File: src/rtl/hw3_alu_pkg.sv
// Shared opcode values and FSM state encoding for the HW3 pipelined ALU.
package hw3_alu_pkg;

  localparam logic [2:0] OP_ADD = 3'b000;
  localparam logic [2:0] OP_SUB = 3'b001;
  localparam logic [2:0] OP_MUL = 3'b010;
  localparam logic [2:0] OP_AND = 3'b011;
  localparam logic [2:0] OP_XOR = 3'b100;
  localparam logic [2:0] OP_ABS = 3'b101;
  localparam logic [2:0] OP_SHL = 3'b110;
  localparam logic [2:0] OP_ACC = 3'b111;

  typedef enum logic {
    ST_IDLE     = 1'b0,
    ST_MUL_BUSY = 1'b1
  } state_t;

endpackage

File: src/rtl/alu_mul_iter.sv
// Shift-add multiplier: one partial product per cycle, WIDTH cycles per product.
module alu_mul_iter
  import hw3_alu_pkg::*;
#(
  parameter int WIDTH = 8
) (
  input  logic                 clk_p_i,
  input  logic                 reset_n_i,
  input  logic                 start,
  input  logic [WIDTH-1:0]     a,
  input  logic [WIDTH-1:0]     b,
  output logic                 done,
  output logic [2*WIDTH-1:0]   product
);

  localparam int RW = 2 * WIDTH;
  localparam int CW = $clog2(WIDTH);

  logic [RW-1:0]    mcand;
  logic [WIDTH-1:0] mplier;
  logic [CW-1:0]    cnt;
  logic             busy;

  // The start edge already consumes b[0], so cnt begins at 1 and the
  // last partial product lands on the edge where cnt == WIDTH-1.
  always_ff @(posedge clk_p_i or negedge reset_n_i) begin
    if (!reset_n_i) begin
      mcand   <= '0;
      mplier  <= '0;
      cnt     <= '0;
      busy    <= 1'b0;
      done    <= 1'b0;
      product <= '0;
    end else begin
      done <= 1'b0;
      if (start) begin
        product <= b[0] ? {{WIDTH{1'b0}}, a} : '0;
        mcand   <= {{(WIDTH-1){1'b0}}, a, 1'b0};
        mplier  <= b >> 1;
        cnt     <= CW'(1);
        busy    <= 1'b1;
      end else if (busy) begin
        if (mplier[0]) product <= product + mcand;
        mcand  <= mcand << 1;
        mplier <= mplier >> 1;
        if (cnt == CW'(WIDTH - 1)) begin
          busy <= 1'b0;
          done <= 1'b1;
        end else begin
          cnt <= cnt + 1'b1;
        end
      end
    end
  end

endmodule

File: src/rtl/hw3_alu_pipe.sv
// Pipelined ALU: stage-1 operand register, opcode mux with flags, accumulator,
// and an optional iterative multiplier that stalls the input handshake.
module hw3_alu_pipe
  import hw3_alu_pkg::*;
#(
  parameter int WIDTH    = 8,
  parameter int MUL_ITER = 1
) (
  input  logic                 clk_p_i,
  input  logic                 reset_n_i,
  input  logic                 valid_i,
  output logic                 ready_o,
  input  logic [WIDTH-1:0]     data_a_i,
  input  logic [WIDTH-1:0]     data_b_i,
  input  logic [2:0]           inst_i,
  output logic                 valid_o,
  output logic [2*WIDTH-1:0]   data_o,
  output logic [2:0]           flags_o,
  output state_t               dbg_state
);

  localparam int RW   = 2 * WIDTH;
  localparam int CW   = $clog2(WIDTH);
  localparam bit ITER = (MUL_ITER != 0);

  logic [WIDTH-1:0] s1_a;
  logic [WIDTH-1:0] s1_b;
  logic [2:0]       s1_op;
  logic             s1_valid;
  state_t           state;
  logic [CW-1:0]    cnt;
  logic [RW-1:0]    acc;
  logic [RW-1:0]    res;
  logic             carry;
  logic             transfer;
  logic             s1_is_iter_mul;
  logic             mul_start;
  logic             mul_done;
  logic [RW-1:0]    mul_product;

  // Handshake: a word moves on a rising edge where valid_i & ready_o; the
  // source holds its inputs until then, and valid_i alone is never captured.
  assign s1_is_iter_mul = s1_valid & (s1_op == OP_MUL) & ITER;
  assign ready_o        = (state == ST_IDLE) & ~s1_is_iter_mul;
  assign transfer       = valid_i & ready_o;
  assign mul_start      = (state == ST_IDLE) & s1_is_iter_mul;
  assign dbg_state      = state;

  always_ff @(posedge clk_p_i or negedge reset_n_i) begin
    if (!reset_n_i) begin
      s1_a     <= '0;
      s1_b     <= '0;
      s1_op    <= OP_ACC;
      s1_valid <= 1'b0;
    end else begin
      s1_valid <= transfer;
      if (transfer) begin
        s1_a  <= data_a_i;
        s1_b  <= data_b_i;
        s1_op <= inst_i;
      end
    end
  end

  always_comb begin
    logic [RW-1:0]    a_ext;
    logic [RW-1:0]    b_ext;
    logic [RW-1:0]    sum;
    logic [WIDTH:0]   abs_val;
    a_ext   = {{WIDTH{1'b0}}, s1_a};
    b_ext   = {{WIDTH{1'b0}}, s1_b};
    sum     = a_ext + b_ext;
    abs_val = {1'b0, ~s1_a} + {{WIDTH{1'b0}}, 1'b1};
    res     = '0;
    carry   = 1'b0;
    case (s1_op)
      OP_ADD: begin
        res   = sum;
        carry = sum[WIDTH];
      end
      OP_SUB: res = a_ext - b_ext;
      OP_MUL: res = a_ext * b_ext;
      OP_AND: res = a_ext & b_ext;
      OP_XOR: res = a_ext ^ b_ext;
      OP_ABS: res = s1_a[WIDTH-1] ? {{(WIDTH-1){1'b0}}, abs_val} : a_ext;
      OP_SHL: res = (a_ext - b_ext) << 2;
      OP_ACC: res = s1_b[0] ? a_ext : acc + a_ext;
      default: res = '0;
    endcase
  end

  // FSM counter tracks the multiplier's iteration index so ready_o can
  // rise one cycle before the product is registered.
  always_ff @(posedge clk_p_i or negedge reset_n_i) begin
    if (!reset_n_i) begin
      state <= ST_IDLE;
      cnt   <= '0;
    end else begin
      case (state)
        ST_IDLE: begin
          if (mul_start) begin
            state <= ST_MUL_BUSY;
            cnt   <= CW'(1);
          end
        end
        ST_MUL_BUSY: begin
          if (cnt == CW'(WIDTH - 1)) begin
            state <= ST_IDLE;
            cnt   <= '0;
          end else begin
            cnt <= cnt + 1'b1;
          end
        end
        default: state <= ST_IDLE;
      endcase
    end
  end

  generate
    if (ITER) begin : g_iter
      alu_mul_iter #(.WIDTH(WIDTH)) u_mul (
        .clk_p_i   (clk_p_i),
        .reset_n_i (reset_n_i),
        .start     (mul_start),
        .a         (s1_a),
        .b         (s1_b),
        .done      (mul_done),
        .product   (mul_product)
      );
    end else begin : g_comb
      assign mul_done    = 1'b0;
      assign mul_product = '0;
    end
  endgenerate

  always_ff @(posedge clk_p_i or negedge reset_n_i) begin
    if (!reset_n_i) begin
      valid_o <= 1'b0;
      data_o  <= '0;
      flags_o <= '0;
      acc     <= '0;
    end else begin
      valid_o <= 1'b0;
      if (mul_done) begin
        data_o  <= mul_product;
        flags_o <= {1'b0, mul_product[RW-1], (mul_product == '0)};
        valid_o <= 1'b1;
      end else if (s1_valid && !s1_is_iter_mul) begin
        data_o  <= res;
        flags_o <= {carry, res[RW-1], (res == '0)};
        valid_o <= 1'b1;
        if (s1_op == OP_ACC) acc <= res;
      end
    end
  end

endmodule

File: config.mk
export PLATFORM = sky130hd
export DESIGN_NAME = hw3_alu_pipe
export DESIGN_NICKNAME = d
export VERILOG_FILES = /design/src/rtl/hw3_alu_pkg.sv /design/src/rtl/alu_mul_iter.sv /design/src/rtl/hw3_alu_pipe.sv
export SDC_FILE = /design/constraint.sdc
export NUM_CORES = 1
export LEC_CHECK = 0
export CELL_PAD_IN_SITES_DETAIL_PLACEMENT = 1
export CELL_PAD_IN_SITES_GLOBAL_PLACEMENT = 2
export CORE_MARGIN = 5
export CORE_UTILIZATION = 42
export DETAILED_ROUTE_END_ITERATION = 10
export PLACE_DENSITY_LB_ADDON = 0.1
export SLEW_MARGIN = 0
export SYNTH_ARGS = -nofsm -noshare
export SYNTH_HDL_FRONTEND = slang
export SYNTH_HIERARCHICAL = 1
export SYNTH_SLANG_ARGS = --single-unit
export TNS_END_PERCENT = 30
File: constraint.sdc
create_clock -name clk_p_i -period 12.8 [get_ports clk_p_i]
set_input_delay 3.84 -clock clk_p_i [delete_from_list [all_inputs] [get_ports clk_p_i]]
set_output_delay 3.84 -clock clk_p_i [all_outputs]
set_load 0.01 [all_outputs]
==> metrics.md, run 1 <==
| Metric | Value |
|---|---|
| Status | `finished, final reports clean` |
| Chip Height | `157.3 um` |
| Layout fillers | `2478` |
| CTS buffer count | `9` |
| Crit Path Max Fanout | `20` |
| Crit path DAT | `2.61 ns` |
| Top delay family on crit path | `flip-flops` |
| Worst path bufs/invs | `2` |
| Most common cell after layout, fill and taps aside | `dfrtp_1` |
| Post-synthesis sequential area ratio | `28.05%` |
| Die width | `157.3 um` |
| Post-CTS Hold Fix Bufs | `0` |
| Yosys Warn Count | `6` |
| FP Rows | `53` |
| Nets@finish | `1159` |
| Residual DRC | `0` |
| Mapped Area | `9112 um^2` |
| Worst path cell trace | `inv_2 > nor3_2 > a21oi_1 > clkdlybuf4s50_1` |
| Setup TNS Final | `0 ns` |
| Global Route met2 Usage | `37.53%` |
| Clock sink count | `102` |
| Global-route wire length before repair | `45.54 mm` |
| Syn_nets | `1146` |
| Fin Hold WS | `0.4997 ns` |
| Initial DRT Pass Iterations | `4` |
| Vias in the first global route | `8006` |
| Final wirelength | `28.16 mm` |
| Crit path capture type | `output port` |
| Top FF cell, synth | `dfrtp_1` |
| EDFF count, synth | `0` |
| Hold path cells | `1` |
| R2r worst-path depth | `16` |
| DP HPWL | `21.32 mm` |
| Initial drt markers | `394` |
| WP data required | `8.96 ns` |
| Worst rel slew slack | `24.24%` |
| Post-CTS Setup Repair Bufs | `0` |
| Total GRT Usage | `23.82%` |
| Fin crit share | `50.37%` |
| Hold Vio Cnt, Final | `0` |
| Clk slew on worst S/H paths | `0.08 ns` |
| CTS tree | `built` |
| Wire per inst | `21.70 um` |
| Antenna violations before repair | `0` |
| Endpoints failing setup | `0` |
| IO Pins | `44` |
| Fraction of layout instances using a drive strength above 1 | `7.331%` |
| Die footprint | `24740 um^2` |
| RSZ-0062 raised after global routing | `false` |
| CP Depth | `4` |
| Worst slew pin tran | `1.136 ns` |
| Asr flop ratio synth | `100.0%` |
| Register bit total from synthesis | `102` |
| Max Slew Vio Count | `0` |
| Reg area | `2556 um^2` |
| Hold Path Sink | `cnt[1]$_DFFE_PN0P_` |
| Clock Latency Late Sink | `0.37 ns` |
| Synth Instances | `1005` |
| Max frequency | `0.1551 GHz` |
| Routed Antenna Nets | `0` |
| CTS max path bufs | `2` |
| Unique cell type count in the Yosys netlist | `90` |
| Final setup skew | `0.01923 ns` |
| CP startpoint kind | `flip-flop` |
| Hold Startpoint | `cnt[1]$_DFFE_PN0P_` |
| Multi-input logic area | `5979 um^2` |
| Antenna diode count | `0` |
| Port Buffers | `43` |
| Setup CP Type | `reg -> out` |
| Register-to-register setup slack | `7.02 ns` |
| Largest net degree at the start of global routing | `68` |
| Busiest layer in global routing | `met2` |
| Cts repair resizes | `0` |
| Most frequent cells in the layout | `dfrtp_1 (99), nand2_1 (96), ha_1 (79), inv_1 (76), o21ai_0 (74)` |
| H-tree depth | `3` |
| GR Util met1 | `34.94%` |
| Synthesis-to-layout area growth | `9.721%` |
| Vias | `7562` |
| Mean Syn Cell Area | `9.067 um^2` |
| Met3 GRT Util | `3.107%` |
| Max_cap viols | `0` |
| CP peak stage delay | `0.76 ns` |
| Worst min path class | `reg -> reg` |
| Avg Vias per Cell | `5.826` |
| Minimum clock period | `6.448 ns` |
| Critical R2R Launch | `s1_a[1]$_DFFE_PN0P_` |
| Root Driver | `clkbuf_16` |
| Core ar. | `21220 um^2` |
| Slowest cell on the critical path | `dfstp_2` |
| RR Endpoint | `flags_o[0]$_DFFE_PN0P_` |
| Initial Util | `42.94%` |
| GP Congestion | `0.8862` |
| Total grt overflow | `0` |
==> worst max path at each step <==
stage                               from      end
floorplan           s1_op[0]$_DFFE_PN1P_  ready_o
global placement    s1_op[1]$_DFFE_PN1P_  ready_o
detailed placement  s1_op[1]$_DFFE_PN1P_  ready_o
CTS                 s1_op[1]$_DFFE_PN1P_  ready_o
global route        s1_op[1]$_DFFE_PN1P_  ready_o
finish              s1_op[1]$_DFFE_PN1P_  ready_o
==> sequential cells by signal, indices dropped and copies added (netlist names) <==
signal,count
g_iter.u_mul/cnt,3
s1_valid,1
acc,16
g_iter.u_mul/done,1
cnt,3
valid_o,1
s1_a,8
data_o,15
s1_b,8
g_iter.u_mul/mcand,15
flags_o,3
dbg_state,1
g_iter.u_mul/busy,1
s1_op,3
g_iter.u_mul/product,16
g_iter.u_mul/mplier,7
==> Yosys cell counts (9+ instances only) <==
library cell / count / area (um^2)
inv_1: 77 / 289.0
ha_1: 79 / 988.5
nor3_1: 18 / 90.09
fa_1: 40 / 800.8
o21ai_0: 74 / 370.4
and2_1: 37 / 231.5
nor4_1: 9 / 56.30
dfrtp_1: 99 / 2477
a211oi_1: 12 / 90.09
nand3_1: 20 / 100.1
mux2_2: 22 / 247.7
clkbuf_1: 22 / 82.58
nor2_1: 62 / 232.7
nand2_1: 96 / 360.4
xnor2_1: 23 / 201.4
a21o_1: 16 / 120.1
buf_2: 14 / 70.07
nand2b_1: 14 / 87.58
mux2i_1: 42 / 420.4
a21oi_1: 46 / 230.2
o21a_1: 9 / 67.56
xor2_1: 10 / 87.58
==> worst register-to-register path: stages (launching register included) <==
cell,delay [ns]
dfrtp_1,0.78
clkinv_1,0.51
nor2_1,0.28
fa_1,0.45
fa_1,0.51
fa_1,0.54
inv_1,0.05
fa_1,0.52
inv_1,0.04
ha_1,0.35
o21a_1,0.21
o21a_1,0.18
o22ai_1,0.19
xnor2_1,0.13
a221oi_1,0.53
and4bb_1,0.28
a41o_1,0.17
==> per-stage QoR <==
stage               area (um^2)  cells  utilization, %  worst slack (ns)
finish                     9998   1298           47.12             6.352
detailed placement         9687   1282           45.65             6.766
global placement           9687   1282           45.65             6.871
global route               9998   1298           47.12             6.217
floorplan                  9112   1005               -             7.802
CTS                        9998   1298           47.12             6.359
==> cell families (layout without fill, tap and decap cells) <==
group           after synthesis  count (layout)  synth area share [%]
compound gates              249             249                 18.33
simple gates                305             305                 16.93
mux                          65              65                 7.497
xor+xnor                     33              33                 3.172
buf+inv                     132             150                 6.385
flops                       102             102                 28.05
fa+ha+maj                   119             119                 19.63
==> cell type report <==
class                      count  share of cell area [%]
multi-input combinational    771                   59.80
sequential                   102                   25.57
timing repair buffer          53                   5.031
tap                          275                   3.441
inverter                      81                   3.041
clock buffer                   9                   2.253
clock inverter                 7                  0.8635
==> metal layers <==
layer  routed length, um  vias to the layer above
met5                   0                        -
met4                 399                        0
met3                 997                       27
met2               12910                      137
met1               13860                     3823
li1                    -                     3575
Power of run 1 is not shown: default switching activity piles up to over one toggle a cycle in this logic, so the estimate is an artifact.
==> run 2, diff against run 1 <==
Settings changed: CORE_UTILIZATION 42 to 36.
Clock period 12.8 ns to 5.85 ns, I/O delays scaled along.
==> run 2 against run 1 <==
Net effect: core utilization is 6.7 points lower; wire length rose by 6.7%; worst hold slack better by 0.0063 ns; clock skew fell by 0.011 ns; worst setup slack got worse by 5.8 ns; die area is 16% higher; global-route usage shrank 2.3 points; critical path depth rose by 13; critical path type is now reg -> reg; critical endpoint is now flags_o[0]$_DFFE_PN0P_; largest cell class unchanged.
==> metrics.md, run 2 (synthesis gave the netlist of run 1 again) <==
| Metric | Value |
|---|---|
| Vias | `7496` |
| Cell mode on critical path | `fa_1` |
| Cts repair resizes | `0` |
| CTS tree | `built` |
| Crit path DAT | `5.60 ns` |
| Die footprint | `28590 um^2` |
| Root Driver | `clkbuf_16` |
| FP Rows | `58` |
| Layout fillers | `2904` |
| Clock sink count | `102` |
| GP Congestion | `0.9156` |
| DP HPWL | `23.40 mm` |
| Top flop regs | `acc (16), g_iter.u_mul/product (16)` |
| H-tree depth | `3` |
| Register-to-register setup slack | `0.55 ns` |
| Vias in the first global route | `7885` |
| RSZ-0062 raised after global routing | `false` |
| Routed Antenna Nets | `0` |
| Clock Latency Late Sink | `0.36 ns` |
| Most frequent cells in the layout | `dfrtp_1 (99), nand2_1 (96), ha_1 (79), inv_1 (76), o21ai_0 (74)` |
| Chip Height | `169.1 um` |
| Antenna violations before repair | `0` |
| Fraction of layout instances using a drive strength above 1 | `8.050%` |
| Hold Vio Cnt, Final | `0` |
| Status | `finished, final reports clean` |
| Avg Vias per Cell | `5.508` |
| Post-CTS Setup Repair Bufs | `0` |
| Worst min path class | `reg -> reg` |
| Worst rel slew slack | `36.90%` |
| Largest net degree at the start of global routing | `70` |
| Fin crit share | `90.56%` |
| Nets@finish | `1167` |
| Crit path capture type | `flip-flop` |
| Max Slew Vio Count | `0` |
| WP data required | `6.15 ns` |
| R2r worst-path depth | `17` |
| IO Pins | `44` |
| Endpoints failing setup | `0` |
| Initial drt markers | `614` |
| Setup TNS Final | `0 ns` |
| Crit Path Max Fanout | `9` |
| Minimum clock period | `5.298 ns` |
| Final setup skew | `0.008301 ns` |
| Global-route wire length before repair | `47.75 mm` |
| Initial DRT Pass Iterations | `5` |
| Max_cap viols | `0` |
| Residual DRC | `0` |
| Wire per inst | `22.09 um` |
| Total GRT Usage | `21.49%` |
| Setup CP Type | `reg -> reg` |
| Antenna diode count | `0` |
| CTS buffer count | `9` |
| Worst slew pin tran | `0.9465 ns` |
| CTS max path bufs | `2` |
| Die width | `169.1 um` |
| Max frequency | `0.1888 GHz` |
| CP peak stage delay | `0.57 ns` |
| Synthesis-to-layout area growth | `11.14%` |
| Worst path cell trace | `buf_4 > and2_1 > fa_1 > inv_1 > fa_1 > fa_1 > inv_1 > fa_1 > ha_1 > o21a_1 > o21a_1 > o221ai_1 > a21oi_1 > xnor2_1 > nor2_1 > nor4_1 > a41o_1` |
| Critical R2R Launch | `s1_a[5]$_DFFE_PN0P_` |
| Clk slew on worst S/H paths | `0.08 ns` |
| Port Buffers | `43` |
| Most common cell after layout, fill and taps aside | `dfrtp_1` |
| Post-CTS Hold Fix Bufs | `0` |
| Hold path cells | `1` |
| Slowest cell on the critical path | `dfrtp_1` |
| Crit. Startpoint | `s1_a[5]$_DFFE_PN0P_` |
| Setup crit end | `flags_o[0]$_DFFE_PN0P_` |
| Initial Util | `36.40%` |
| Core ar. | `25040 um^2` |
| Final wirelength | `30.06 mm` |
| CP startpoint kind | `flip-flop` |
| RR Endpoint | `flags_o[0]$_DFFE_PN0P_` |
| Total grt overflow | `0` |
-- run 2: cell count changes in the layout (fill, tap and decap cells not counted), sizes merged --
cell / delta
buf: +8
clkinv: -1
inv: +1
-- run 2: critical path: cells and delay by family (launching register included) --
kind,cells,cell delay [ns]
buf+inv,3,0.39
flops,1,0.57
simple gates,3,0.50
xor+xnor,1,0.41
fa+ha+maj,5,2.43
compound gates,5,0.93
-- run 2: layout make-up --
| class | instances | area [um^2] | share of cell area, % |
|---|---|---|---|
| sequential | 102 | 2556 | 25.24 |
| clock buffer | 9 | 225.2 | 2.224 |
| inverter | 81 | 304.0 | 3.002 |
| timing repair buffer | 61 | 563.0 | 5.560 |
| tap | 330 | 412.9 | 4.077 |
| clock inverter | 7 | 86.33 | 0.8525 |
| multi-input combinational | 771 | 5979 | 59.04 |
-- run 2: worst min-delay path by stage --
stage | start | to | slack [ns]
2_1_floorplan | cnt[1]$_DFFE_PN0P_ | cnt[1]$_DFFE_PN0P_ | 0.47
3_3_place_gp | cnt[1]$_DFFE_PN0P_ | cnt[1]$_DFFE_PN0P_ | 0.48
3_5_place_dp | cnt[1]$_DFFE_PN0P_ | cnt[1]$_DFFE_PN0P_ | 0.49
4_1_cts | cnt[1]$_DFFE_PN0P_ | cnt[1]$_DFFE_PN0P_ | 0.51
5_1_grt | cnt[1]$_DFFE_PN0P_ | cnt[1]$_DFFE_PN0P_ | 0.52
6_report | cnt[1]$_DFFE_PN0P_ | cnt[1]$_DFFE_PN0P_ | 0.51
-- run 2: per-stage QoR --
stage	util [%]	instances	instance area, um^2	hold WS, ns	setup slack, ns
2_1_floorplan	-	1005	9112	0.4673	0.9834
3_3_place_gp	39.21	1345	9816	0.4848	0.6476
3_5_place_dp	39.21	1345	9816	0.4851	0.6207
4_1_cts	40.45	1361	10130	0.5099	0.5772
5_1_grt	40.45	1361	10130	0.5229	0.3222
6_report	40.45	1361	10130	0.5060	0.5521
-- run 2: routing by layer --
layer | up-vias | wire length [um] | global-route usage [%]
li1 | 3587 | - | -
met1 | 3745 | 15360 | 33.02
met2 | 142 | 13210 | 33.22
met3 | 22 | 1101 | 2.032
met4 | 0 | 388 | 4.060
met5 | - | 0 | 0
Power of run 2 is left out for the same reason.
==> run 3, diff against run 2 <==
Settings changed: GPL_TIMING_DRIVEN set to 0.
==> run 3 against run 2 <==
Net effect: critical endpoint unchanged; design area grew 1.8%; register-to-register slack worse by 0.33 ns; critical path depth unchanged; via count rose by 1.6%; die area did not move; worst setup slack worse by 0.33 ns; wire length is 0.58% higher.
==> metrics.md, run 3 (synthesis gave the netlist of run 1 again) <==
| Metric | Value |
|---|---|
| Status | `finished, final reports clean` |
| Die footprint | `28590 um^2` |
| Max Slew Vio Count | `0` |
| Layout fillers | `2966` |
| Worst rel slew slack | `41.36%` |
| Port Buffers | `43` |
| WP data required | `6.14 ns` |
| Wire per inst | `21.69 um` |
| RR Endpoint | `flags_o[0]$_DFFE_PN0P_` |
| Slowest cell on the critical path | `dfrtp_1` |
| Antenna diode count | `0` |
| CTS max path bufs | `2` |
| Setup CP Type | `reg -> reg` |
| CTS buffer count | `9` |
| Chip Height | `169.1 um` |
| Crit path DAT | `5.92 ns` |
| RSZ-0062 raised after global routing | `false` |
| Root Driver | `clkbuf_16` |
| Clock sink count | `102` |
| Clk slew on worst S/H paths | `0.07 ns` |
| Residual DRC | `0` |
| Total grt overflow | `0` |
| Max frequency | `0.1776 GHz` |
| CP startpoint kind | `flip-flop` |
| Initial drt markers | `420` |
| Hold Startpoint | `cnt[1]$_DFFE_PN0P_` |
| Global-route wire length before repair | `48.40 mm` |
| Antenna violations before repair | `0` |
| Fraction of layout instances using a drive strength above 1 | `9.774%` |
| Hold path cells | `1` |
| CTS tree | `built` |
| Nets@finish | `1200` |
| Cell mode on critical path | `fa_1` |
| Max_cap viols | `0` |
| Most common cell after layout, fill and taps aside | `nand2_1` |
| Crit Path Max Fanout | `10` |
| Hold Vio Cnt, Final | `0` |
| Inst Count DP | `1379` |
| Die width | `169.1 um` |
| Register-to-register setup slack | `0.22 ns` |
| Final setup skew | `0.01065 ns` |
| DP HPWL | `23.93 mm` |
| Fin Hold WS | `0.5066 ns` |
| Post-CTS Setup Repair Bufs | `0` |
| Worst slew pin tran | `0.8749 ns` |
| R2r worst-path depth | `17` |
| Hold Path Sink | `cnt[1]$_DFFE_PN0P_` |
| Initial Util | `36.40%` |
| Synthesis-to-layout area growth | `13.14%` |
| Largest net degree at the start of global routing | `53` |
| Worst min path class | `reg -> reg` |
| Fin crit share | `96.24%` |
| Vias | `7615` |
| Setup TNS Final | `0 ns` |
| Crit path capture type | `flip-flop` |
| Vias in the first global route | `8251` |
| Most frequent cells in the layout | `nand2_1 (96), dfrtp_1 (94), ha_1 (79), inv_1 (77), o21ai_0 (74)` |
| FP Rows | `58` |
| H-tree depth | `3` |
| Multi-input logic area | `6007 um^2` |
| Minimum clock period | `5.630 ns` |
| IO Pins | `44` |
| Reg area | `2565 um^2` |
| Initial DRT Pass Iterations | `5` |
| GP Congestion | `0.9224` |
| Final wirelength | `30.24 mm` |
| Core ar. | `25040 um^2` |
| Clock Latency Late Sink | `0.35 ns` |
| CP peak stage delay | `0.72 ns` |
| Routed Antenna Nets | `0` |
| Worst path cell trace | `clkbuf_2 > nand2_1 > fa_1 > inv_1 > fa_1 > fa_1 > inv_1 > fa_1 > inv_1 > ha_1 > nor2_1 > a21oi_1 > o311ai_0 > a2bb2oi_1 > o2111ai_1 > nor4_1 > a41o_1` |
| Endpoints failing setup | `0` |
| Final non-filler cell total | `1394` |
| Top flop regs | `acc (16), g_iter.u_mul/product (16)` |
| Critical R2R Launch | `s1_a[6]$_DFFE_PN0P_` |
| Total GRT Usage | `21.69%` |
| Avg Vias per Cell | `5.463` |
run 3: metrics by stage:
| stage | setup WS (ns) | utilization (%) | cell area (um^2) |
|---|---|---|---|
| after floorplan | 0.9834 | - | 9112 |
| after global placement | -1.155 | 39.77 | 9956 |
| after detailed placement | -0.5205 | 39.87 | 9981 |
| after CTS | 0.03470 | 41.13 | 10300 |
| after global routing | 0.005351 | 41.18 | 10310 |
| final | 0.2200 | 41.18 | 10310 |
run 3: final cells by class:
cell class / instances / share of cell area (%)
Buffer: 50 / 2.718
Tap cell: 330 / 4.005
Clock inverter: 6 / 0.5097
Clock buffer: 10 / 2.221
Sequential cell: 102 / 24.88
Inverter: 81 / 2.985
Timing Repair Buffer: 44 / 4.417
Multi-Input combinational cell: 771 / 58.26
run 3: critical path: cells and delay by family, from the launching register on:
family | cells | cell delay (ns)
compound gates | 5 | 1.26
buf+inv | 4 | 0.50
simple gates | 3 | 0.60
flops | 1 | 0.72
fa+ha+maj | 5 | 2.48
run 3: worst max-delay path by stage:
stage	to	start	cells after the start	slack, ns
final	flags_o[0]$_DFFE_PN0P_	s1_a[6]$_DFFE_PN0P_	17	0.22
after detailed placement	flags_o[0]$_DFFE_PN0P_	s1_a[3]$_DFFE_PN0P_	17	-0.52
after floorplan	flags_o[0]$_DFFE_PN0P_	s1_a[1]$_DFFE_PN0P_	16	0.98
after CTS	flags_o[0]$_DFFE_PN0P_	s1_a[3]$_DFFE_PN0P_	17	0.03
after global placement	s1_b[4]$_DFFE_PN0P_	reset_n_i	1	-1.15
after global routing	flags_o[0]$_DFFE_PN0P_	s1_a[6]$_DFFE_PN0P_	18	0.005
run 3: metal layers:
| layer | global-route usage, % | part of all wire, % | vias to the layer above |
|---|---|---|---|
| li1 | - | - | 3657 |
| met1 | 31.49 | 49 | 3819 |
| met2 | 33.58 | 44 | 115 |
| met3 | 4.904 | 4.6 | 24 |
| met4 | 4.060 | 1.6 | 0 |
| met5 | 0 | 0 | - |
run 3: timing repair:
item / 4_1_cts / 5_1_grt
pin swaps: 0 / 0
hold buffers: 0 / 0
gates resized for setup: 9 / 10
setup endpoints to repair: 6 / 5
Power of run 3 is left out for the same reason.
